<file path="config.mk">
export PLATFORM = sky130hd
export DESIGN_NAME = rca_nibble_sequencer_flat
export DESIGN_NICKNAME = d
export VERILOG_FILES = /design/src/rtl/rca_nibble_sequencer_pkg.sv /design/src/rtl/rca_nibble_sequencer_if.sv /design/src/rtl/rca_nibble_sequencer.sv /design/src/flat_wrapper.sv
export SDC_FILE = /design/constraint.sdc
export NUM_CORES = 1
export LEC_CHECK = 0
export CAP_MARGIN = 20
export CORE_MARGIN = 2
export CORE_UTILIZATION = 30
export CTS_CLUSTER_DIAMETER = 30
export CTS_CLUSTER_SIZE = 8
export DETAILED_ROUTE_END_ITERATION = 8
export SLEW_MARGIN = 20
export SYNTH_ARGS = -nofsm -noshare
export SYNTH_HDL_FRONTEND = slang
export SYNTH_SLANG_ARGS = --single-unit
export TNS_END_PERCENT = 50
</file>
<file path="constraint.sdc">
create_clock -name clk -period 1.6 [get_ports clk]
set_input_delay 0.24 -clock clk [delete_from_list [all_inputs] [get_ports clk]]
set_output_delay 0.24 -clock clk [all_outputs]
set_load 0.05 [all_outputs]
</file>
<file path="src/rtl/rca_nibble_sequencer_pkg.sv">
// rtl/rca_nibble_sequencer_pkg.sv - shared types and constants for the nibble-serial add/sub sequencer
package rca_nibble_sequencer_pkg;

  localparam int NIBBLE_W = 4;

  typedef enum logic [1:0] {
    ST_IDLE = 2'd0,
    ST_RUN  = 2'd1,
    ST_DONE = 2'd2
  } state_e;

endpackage

</file>
<file path="src/rtl/rca_nibble_sequencer_if.sv">
// rtl/rca_nibble_sequencer_if.sv - requester-side start/ready/done bus of the nibble sequencer
interface rca_nibble_sequencer_if #(
  parameter int WIDTH = 16
);

  logic             start;
  logic             sub;
  logic [WIDTH-1:0] op_a;
  logic [WIDTH-1:0] op_b;
  logic             ready;
  logic             busy;
  logic             done;
  logic [WIDTH-1:0] result;
  logic             cout;
  logic             ovf;

  modport master (
    output start, sub, op_a, op_b,
    input  ready, busy, done, result, cout, ovf
  );

  modport slave (
    input  start, sub, op_a, op_b,
    output ready, busy, done, result, cout, ovf
  );

endinterface

</file>
<file path="src/rtl/rca_nibble_sequencer.sv">
// rtl/rca_nibble_sequencer.sv - multi-precision add/sub over an external 4-bit adder, LSB nibble first
module rca_nibble_sequencer
  import rca_nibble_sequencer_pkg::*;
#(
  parameter int WIDTH = 16
) (
  input  logic                 clk,
  input  logic                 rst_n,
  rca_nibble_sequencer_if.slave bus,
  output logic [NIBBLE_W-1:0]  add_a,
  output logic [NIBBLE_W-1:0]  add_b,
  output logic                 add_cin,
  input  logic [NIBBLE_W-1:0]  add_s,
  input  logic                 add_cout
);

  localparam int NIB   = WIDTH / NIBBLE_W;
  localparam int IDX_W = (NIB > 1) ? $clog2(NIB) : 1;
  localparam logic [IDX_W-1:0] LAST_IDX = IDX_W'(NIB - 1);

  generate
    if ((WIDTH % NIBBLE_W) != 0 || WIDTH < NIBBLE_W) begin : g_bad_width
      $error("rca_nibble_sequencer: WIDTH must be a multiple of 4 and >= 4");
    end
  endgenerate

  state_e           state_q, state_d;
  logic [IDX_W-1:0] idx_q, idx_d;
  logic             carry_q, carry_d;
  logic [WIDTH-1:0] a_q, a_d;
  logic [WIDTH-1:0] b_q, b_d;
  logic [WIDTH-1:0] result_q, result_d;
  logic             cout_q, cout_d;
  logic             ovf_q, ovf_d;

  // Bit offset of the current nibble; shifting avoids a zero-width index when NIB=1.
  logic [IDX_W+1:0] sh;
  logic [WIDTH-1:0] nib_mask;

  assign sh       = {idx_q, 2'b00};
  assign nib_mask = WIDTH'(4'hF) << sh;

  always_comb begin
    state_d  = state_q;
    idx_d    = idx_q;
    carry_d  = carry_q;
    a_d      = a_q;
    b_d      = b_q;
    result_d = result_q;
    cout_d   = cout_q;
    ovf_d    = ovf_q;
    add_a    = '0;
    add_b    = '0;
    add_cin  = 1'b0;

    case (state_q)
      ST_IDLE: begin
        if (bus.start) begin
          a_d      = bus.op_a;
          b_d      = bus.sub ? ~bus.op_b : bus.op_b;
          carry_d  = bus.sub;
          idx_d    = '0;
          result_d = '0;
          state_d  = ST_RUN;
        end
      end
      ST_RUN: begin
        add_a    = NIBBLE_W'(a_q >> sh);
        add_b    = NIBBLE_W'(b_q >> sh);
        add_cin  = carry_q;
        result_d = (result_q & ~nib_mask) | (WIDTH'(add_s) << sh);
        carry_d  = add_cout;
        idx_d    = idx_q + IDX_W'(1);
        if (idx_q == LAST_IDX) begin
          cout_d  = add_cout;
          ovf_d   = (a_q[WIDTH-1] == b_q[WIDTH-1]) && (add_s[NIBBLE_W-1] != a_q[WIDTH-1]);
          idx_d   = '0;
          state_d = ST_DONE;
        end
      end
      ST_DONE: begin
        state_d = ST_IDLE;
      end
      default: begin
        state_d = ST_IDLE;
      end
    endcase
  end

  always_ff @(posedge clk) begin
    if (!rst_n) begin
      state_q  <= ST_IDLE;
      idx_q    <= '0;
      carry_q  <= 1'b0;
      a_q      <= '0;
      b_q      <= '0;
      result_q <= '0;
      cout_q   <= 1'b0;
      ovf_q    <= 1'b0;
    end else begin
      state_q  <= state_d;
      idx_q    <= idx_d;
      carry_q  <= carry_d;
      a_q      <= a_d;
      b_q      <= b_d;
      result_q <= result_d;
      cout_q   <= cout_d;
      ovf_q    <= ovf_d;
    end
  end

  assign bus.ready  = (state_q == ST_IDLE);
  assign bus.busy   = (state_q == ST_RUN);
  assign bus.done   = (state_q == ST_DONE);
  assign bus.result = result_q;
  assign bus.cout   = cout_q;
  assign bus.ovf    = ovf_q;

endmodule

</file>
<file path="src/flat_wrapper.sv">
// flat-port wrapper written by rule: the top's interface ports become plain ports
module rca_nibble_sequencer_flat import rca_nibble_sequencer_pkg::*;
#(
  parameter int WIDTH = 16
)
  (clk, rst_n, add_a, add_b, add_cin, add_s, add_cout, bus_start, bus_sub, bus_op_a, bus_op_b, bus_ready, bus_busy, bus_done, bus_result, bus_cout, bus_ovf);
  rca_nibble_sequencer_if #(.WIDTH(WIDTH)) bus_i ();
  input  logic clk;
  input  logic rst_n;
  output logic [NIBBLE_W-1:0] add_a;
  output logic [NIBBLE_W-1:0] add_b;
  output logic add_cin;
  input  logic [NIBBLE_W-1:0] add_s;
  input  logic add_cout;
  input wire logic [$bits(bus_i.start)-1:0] bus_start;
  input wire logic [$bits(bus_i.sub)-1:0] bus_sub;
  input wire logic [$bits(bus_i.op_a)-1:0] bus_op_a;
  input wire logic [$bits(bus_i.op_b)-1:0] bus_op_b;
  output wire logic [$bits(bus_i.ready)-1:0] bus_ready;
  output wire logic [$bits(bus_i.busy)-1:0] bus_busy;
  output wire logic [$bits(bus_i.done)-1:0] bus_done;
  output wire logic [$bits(bus_i.result)-1:0] bus_result;
  output wire logic [$bits(bus_i.cout)-1:0] bus_cout;
  output wire logic [$bits(bus_i.ovf)-1:0] bus_ovf;
  assign bus_i.start = bus_start;
  assign bus_i.sub = bus_sub;
  assign bus_i.op_a = bus_op_a;
  assign bus_i.op_b = bus_op_b;
  assign bus_ready = bus_i.ready;
  assign bus_busy = bus_i.busy;
  assign bus_done = bus_i.done;
  assign bus_result = bus_i.result;
  assign bus_cout = bus_i.cout;
  assign bus_ovf = bus_i.ovf;
  rca_nibble_sequencer #(.WIDTH(WIDTH)) u_core (.clk(clk), .rst_n(rst_n), .bus(bus_i), .add_a(add_a), .add_b(add_b), .add_cin(add_cin), .add_s(add_s), .add_cout(add_cout));
endmodule
</file>
==> results.md, run 1 <==
- Sequential area share after synthesis: 0.442
- Capture point of the worst path: add_b[0]
- Maxcap violations: 0
- # setup viols final: 8
- Initial antenna violation count: 0
- Post-place setup slack: -64.8 ps
- Number of hold-slack violations in the final timing report: 0
- Critical register-to-register path endpoint: u_core.bus.result[7]$_SDFFE_PN0P_
- Reg2reg start: u_core.idx_q[1]$_SDFFE_PN0P_
- Start point of the critical path: u_core.idx_q[0]$_SDFFE_PN0P_
- Maximum cell stage delay along the critical path: 500 ps
- Top cells by count, synth: nand2_1, dfxtp_1, a21oi_1, nor2_1, a211oi_1
- Post-DP Area: 3350 um^2
- Overall die area: 9040 um^2
- Depth of the critical timing path with buffers and inverters included: 4
- Number of CTS-inserted buffers: 5
- H-Tree Depth: 2
- Overall overflow remaining after global route: 0
- Via count of the first global-routing pass: 2,059
- Maximum number of pins on one net before global-route repair: 37
- Normalized max-slew margin: 0.782
- Sink Count: 55
- Wirelength per Cell: about 13 um
- Die height: 95.1 um
- Hold Buf Count CTS: 0
- Library cell with the highest instance count after synthesis: nand2_1
- Cell count after placement: 447
- Clock tree root buffer cell: clkbuf_8
- Routability-driven placement congestion ratio: 0.697
- CP startpoint kind: flip-flop
- Cell Area, Synth: roughly 2500 um^2
- Overall track demand over capacity in global routing: 0.135
- Synth warn: 0
- Number of nets in the layout: 398
- Die Width: 95.1 um
- Clock Pin Slew Worst Setup and Hold Paths: 90 ps
- Final Slew Violations: 0
- Met3 track demand over resource: 0.0340
- Setup repair after global routing missed its margin: yes
- Skew-Pair Late Insertion Delay: about 300 ps
- Endpoint class of the critical path: output port
- Post-synthesis net count: 320
- Register-to-register path setup slack: 160 ps
- Leading area contributor after synthesis: dfxtp_1
- Post-layout minimum cycle time: 1830 ps
- Critical path class: flip-flop to output port
- Total via count after detailed routing: about 2,200
- DRC violation total after the first TritonRoute iteration: 62
- Pwr dens: 822 nW/um^2
- Worst Hold Slack: 459 ps
- Number of cells on the worst reg-to-reg path: 6
- Slew at the pin closest to its max-slew limit: 327 ps
- Num rows: 33
- Cell types occupying the most area after synthesis: dfxtp_1, nand2_1, xnor2_1
- Static leakage: 0.00136 uW
- Achievable clock frequency: around 0.55 GHz
- Family with the most delay on the worst path: multiplexers
- Total of flip-flops plus latches after synthesis: 55
- CP Data Arrival Time: 1590 ps
- Routing layer with the top usage in global route: met2
- CP Max Fanout: 7
- Post-Syn Area per Cell: 9.08 um^2
- # diodes: 0
- Sum of buffers and inverters on the critical path: 2
- Area Growth Syn to Fin: 42.5%
- Share of async-settable or async-resettable flops after synthesis: 0
- Synth Instances: 274
- CTS tree: built
- Critical-path top delay cell: mux4_2
- Final standard cell count with taps included and fillers excluded: 457
- Number of remaining DRC errors: 0
- Maximum vdd ir drop: around 0.36 mV
- Placeable Area: 8130 um^2
- Ports: 71
- Via count normalized by instance count: approximately 4.7
- Largest buffer count on any clock path: 2
- Critical path required time: 1360 ps
- Worst min-delay path category: flip-flop to flip-flop
- Detail Placement HPWL: about 4400 um
- Met2 Track Usage GR: 0.214
- Critical path cell sequence: buf_12, mux4_2, and2_4, buf_8
- Fraction of layout cells with a size suffix above 1: 0.233
- Violated checks: negative setup slack
- Global-route wire length before repair: ~9700 um
- Area share of the largest cell type after synthesis: 0.442
- Fin worst setup slack: -230 ps
- Global Route met1 Usage: 0.186
- Final core utilization: 0.436
- Total length of routed wires: about 5900 um
- Starting density of the core: 0.306
- Detailed Routing Iterations Pass 1: 4
- Post-synth cell types: 31
- Count of antenna-violating nets left after detailed routing: 0
- Outcome: complete, but fails checks
- Period Utilization, post-route: 1.14
- Post-synth EDFFs: 0
- Most used flip-flop cell after synthesis: dfxtp_1
- Number of I/O port buffers: 70
- Area of all placed cells without fillers: roughly 3500 um^2
- Worst Clk Skew: roughly 3.8 ps
-- layout make-up --
| type | count | area (um^2) |
|---|---|---|
| clock buffer | 6 | 82.6 |
| clock inverter | 1 | 8.76 |
| fill | 792 | 4590 |
| inverter | 4 | 15.0 |
| multi-input combinational | 195 | 1260 |
| sequential | 55 | 1110 |
| tap | 105 | 131 |
| timing repair buffer | 91 | 938 |
-- metrics by stage --
stage	TNS [ps]	total power, uW
finish	-1470	2910
CTS	-1760	2950
global placement	-269	2130
detailed placement	-312	2140
global route	-2050	3080
floorplan	-405	1880
-- worst min-delay path: stages, from the launching register on --
cell     delay, ps
dfxtp_1        320
nand2_1         50
a21oi_1         50
-- worst min path at each step --
stage / start / to / slack, ps / cells after the start
2_1_floorplan: bus_op_a[0] / u_core.a_q[0]$_SDFFE_PN0P_ / 380 / 2
3_3_place_gp: u_core.a_q[9]$_SDFFE_PN0P_ / u_core.a_q[9]$_SDFFE_PN0P_ / 440 / 2
3_5_place_dp: u_core.a_q[5]$_SDFFE_PN0P_ / u_core.a_q[5]$_SDFFE_PN0P_ / 440 / 2
4_1_cts: u_core.a_q[4]$_SDFFE_PN0P_ / u_core.a_q[4]$_SDFFE_PN0P_ / 460 / 2
5_1_grt: bus_op_a[14] / u_core.a_q[14]$_SDFFE_PN0P_ / 470 / 3
6_report: u_core.a_q[4]$_SDFFE_PN0P_ / u_core.a_q[4]$_SDFFE_PN0P_ / 460 / 2
-- cells by family (layout without fill, tap and decap cells) --
kind of cell	count (synthesis)	in the layout	synth area share
simple gates	105	105	0.187
compound gates	60	60	0.148
mux	9	9	0.0840
xor+xnor	16	16	0.0563
fa+ha+maj	5	5	0.0251
flops	55	55	0.442
buf+inv	24	102	0.0573
-- timing repair --
| action | CTS | global route |
|---|---|---|
| pin swaps | 5 | 3 |
| setup buffers | 1 | 2 |
| setup endpoints to repair | 9 | 16 |
| gates resized for setup | 32 | 7 |
-- cell usage in the layout (no fill, tap or decap), types with 5 or more instances in the layout --
master	count
nand2_1	57
and2_4	9
nand3_1	5
dfxtp_1	53
clkbuf_8	6
buf_4	34
nor2_1	22
o22ai_1	16
xnor2_1	16
a211oi_1	17
buf_12	7
ha_1	5
a21oi_1	22
buf_8	8
clkdlybuf4s50_1	40
mux4_2	8
-- sequential cells by signal, summed over array words and instances (netlist names) --
signal	flops
u_core.bus.ovf	1
u_core.bus.result	16
u_core.bus.cout	1
u_core.carry_q	1
u_core.b_q	16
u_core.state_q	2
u_core.a_q	16
u_core.idx_q	2
-- power breakdown --
part / switching [uW] / internal (uW)
combinational: 319 / 333
clock: 426 / 349
sequential: 43.7 / 1440
-- metal layers --
metal / wire length (um) / part of all wire
met2: 2670 / 0.45
met1: 2830 / 0.48
met5: 0 / 0
met4: 54 / 0.0092
met3: 339 / 0.058
Power figures use the tool's default switching activity.
==> inputs of run 2 (changes only) <==
CORE_UTILIZATION = 47   (was 30)
PLACE_DENSITY = 0.79   (was not set)
==> results.md, run 2 (synthesis results as in run 1) <==
- Outcome: complete, but fails checks
- Violated checks: negative setup slack
- DRC violation total after the first TritonRoute iteration: 110
- Highest metal layer used by the detailed router: met4
- Family with the most delay on the worst path: multiplexers
- Ports: 71
- Fin worst setup slack: -237 ps
- Number of I/O port buffers: 70
- Fraction of layout cells with a size suffix above 1: 0.247
- Normalized max-slew margin: 0.783
- Number of nets in the layout: 401
- Detail Placement HPWL: 4070 um
- Maximum cell stage delay along the critical path: 490 ps
- Final Slew Violations: 0
- Clock tree root buffer cell: clkbuf_8
- Sink Count: between 50 and 60
- Critical register-to-register path endpoint: u_core.bus.result[10]$_SDFFE_PN0P_
- Critical path cell sequence: buf_12, mux4_2, and2_4, buf_8
- Period Utilization, post-route: 1.15
- Met2 wirelength from detailed routing: 2810 um
- Startpoint of the most critical hold path: u_core.a_q[12]$_SDFFE_PN0P_
- Die height: 76.8 um
- Detailed-routed wire length on met3: 256 um
- CTS tree: built
- Post-layout minimum cycle time: 1840 ps
- H-Tree Depth: 2
- Overall die area: 5890 um^2
- Endpoint class of the critical path: output port
- CP Max Fanout: 5
- Post-place setup slack: -81.4 ps
- Pwr dens: between 800 and 900 nW/um^2
- Worst min-delay path category: flip-flop to flip-flop
- Skew-Pair Late Insertion Delay: about 310 ps
- Highest-count cells in the layout ignoring fill and taps: nand2_1, dfxtp_1, clkdlybuf4s50_1, buf_4, a21oi_1
- Worst hold path stage count: 2
- Maximum number of pins on one net before global-route repair: 48
- Overall track demand over capacity in global routing: 0.203
- CP startpoint kind: flip-flop
- Register-to-register path setup slack: 110 ps
- Footprint of the multi-input gates: 1270 um^2
- Critical-path top delay cell: mux4_2
- Static leakage: roughly 0.0014 uW
- Critical path class: flip-flop to output port
- Slew at the pin closest to its max-slew limit: 325 ps
- Setup repair after global routing missed its margin: yes
- Total via count after detailed routing: 2,181
- Initial antenna violation count: 0
- Clock Pin Slew Worst Setup and Hold Paths: ~100 ps
- Number of CTS-inserted buffers: 5
- Wl on met1: 2590 um
- Number of filler cells placed in the layout: 407
- Achievable clock frequency: about 0.54 GHz
- Number of remaining DRC errors: 0
- # setup viols final: 8
- Via count of the first global-routing pass: 2,114
- Routability-driven placement congestion ratio: 0.826
- Largest buffer count on any clock path: 2
- Maximum vdd ir drop: 0.539 mV
- Detailed Routing Iterations Pass 1: 4
- Overall power of the completed layout: 2910 uW
- Via count normalized by instance count: 5.12
- Worst Clk Skew: 12.5 ps
- # diodes: 0
- Number of hold-slack violations in the final timing report: 0
- Count of antenna-violating nets left after detailed routing: 0
- Reg2reg start: u_core.idx_q[0]$_SDFFE_PN0P_
- Seq. cell area: 1110 um^2
- Overall overflow remaining after global route: 0
- CP Data Arrival Time: between 1500 and 2000 ps
- Worst Hold Slack: 463 ps
- Most common cell after layout, fill and taps aside: nand2_1
- Total length of routed wires: 5700 um
- Wirelength per Cell: 13.4 um
- Die Width: 76.8 um
- Placeable Area: 5110 um^2
- Maxcap violations: 0
- Area Growth Syn to Fin: 42.8%
- Hold Path Sink: u_core.a_q[12]$_SDFFE_PN0P_
- Global-route wire length before repair: 9710 um
- Starting density of the core: 0.487
- Hold Buf Count CTS: 0
- Sum of buffers and inverters on the critical path: 2
- Number of cells on the worst reg-to-reg path: 7
- Num rows: 26
- Critical path required time: 1360 ps
-- run 2: report_power, final --
part / total (uW) / switching [uW] / internal (uW)
clock: 762 / 457 / 305
combinational: 659 / 318 / 341
sequential: 1490 / 48.7 / 1440
total: 2910 / 823 / 2090
-- run 2: metrics by stage --
stage / util / TNS, ps / cell area, um^2 / cells
2_1_floorplan: - / -405 / 2490 / 274
3_3_place_gp: 0.659 / -115 / 3360 / 416
3_5_place_dp: 0.659 / -273 / 3360 / 416
4_1_cts: 0.695 / -1680 / 3550 / 426
5_1_grt: 0.696 / -2080 / 3550 / 426
6_report: 0.696 / -1610 / 3550 / 426
-- run 2: layout make-up --
| cell class | count | area share |
|---|---|---|
| clock buffers | 5 | 0.0194 |
| clock inverters | 3 | 0.00563 |
| inverters | 4 | 0.00422 |
| multi-input cells | 195 | 0.357 |
| flip-flops and latches | 55 | 0.313 |
| well taps | 70 | 0.0246 |
| repair buffers | 94 | 0.276 |
-- run 2: worst max path at each step --
stage                                   startpoint  endpoint  slack [ps]  depth (start not counted)
finish                u_core.idx_q[0]$_SDFFE_PN0P_  add_a[0]        -240                          4
global route          u_core.idx_q[0]$_SDFFE_PN0P_  add_a[0]        -280                          4
CTS                   u_core.idx_q[0]$_SDFFE_PN0P_  add_b[2]        -240                          4
detailed placement    u_core.idx_q[1]$_SDFFE_PN0P_  add_a[1]         -80                          3
global placement      u_core.idx_q[1]$_SDFFE_PN0P_  add_a[1]         -40                          3
floorplan           u_core.state_q[1]$_SDFFE_PN0P_  add_b[0]         -80                          4
-- run 2: worst register-to-register path: cells and delay by family, from the launching register on --
family	cells	cell delay (ps)
compound gates	2	430
fa+ha+maj	1	160
buf+inv	3	390
flops	1	350
simple gates	1	50
-- run 2: repair_timing --
item	CTS	global route
endpoints found under the setup margin	10	10
hold endpoints to repair	0	0
gates cloned	0	0
pin swaps	7	1
setup buffers	2	0
resized for setup	40	1
-- run 2: layer usage --
layer / vias to the layer above / track usage
met5: - / 0
met1: 1008 / 0.258
met3: 5 / 0.0341
li1: 1106 / -
met4: 0 / 0.0727
met2: 62 / 0.346
==> inputs of run 3 (changes only) <==
CTS_CLUSTER_DIAMETER = not set   (was 30)
==> results of run 3 <==
No change in the layout: final DEF, timing and power equal those of run 2.
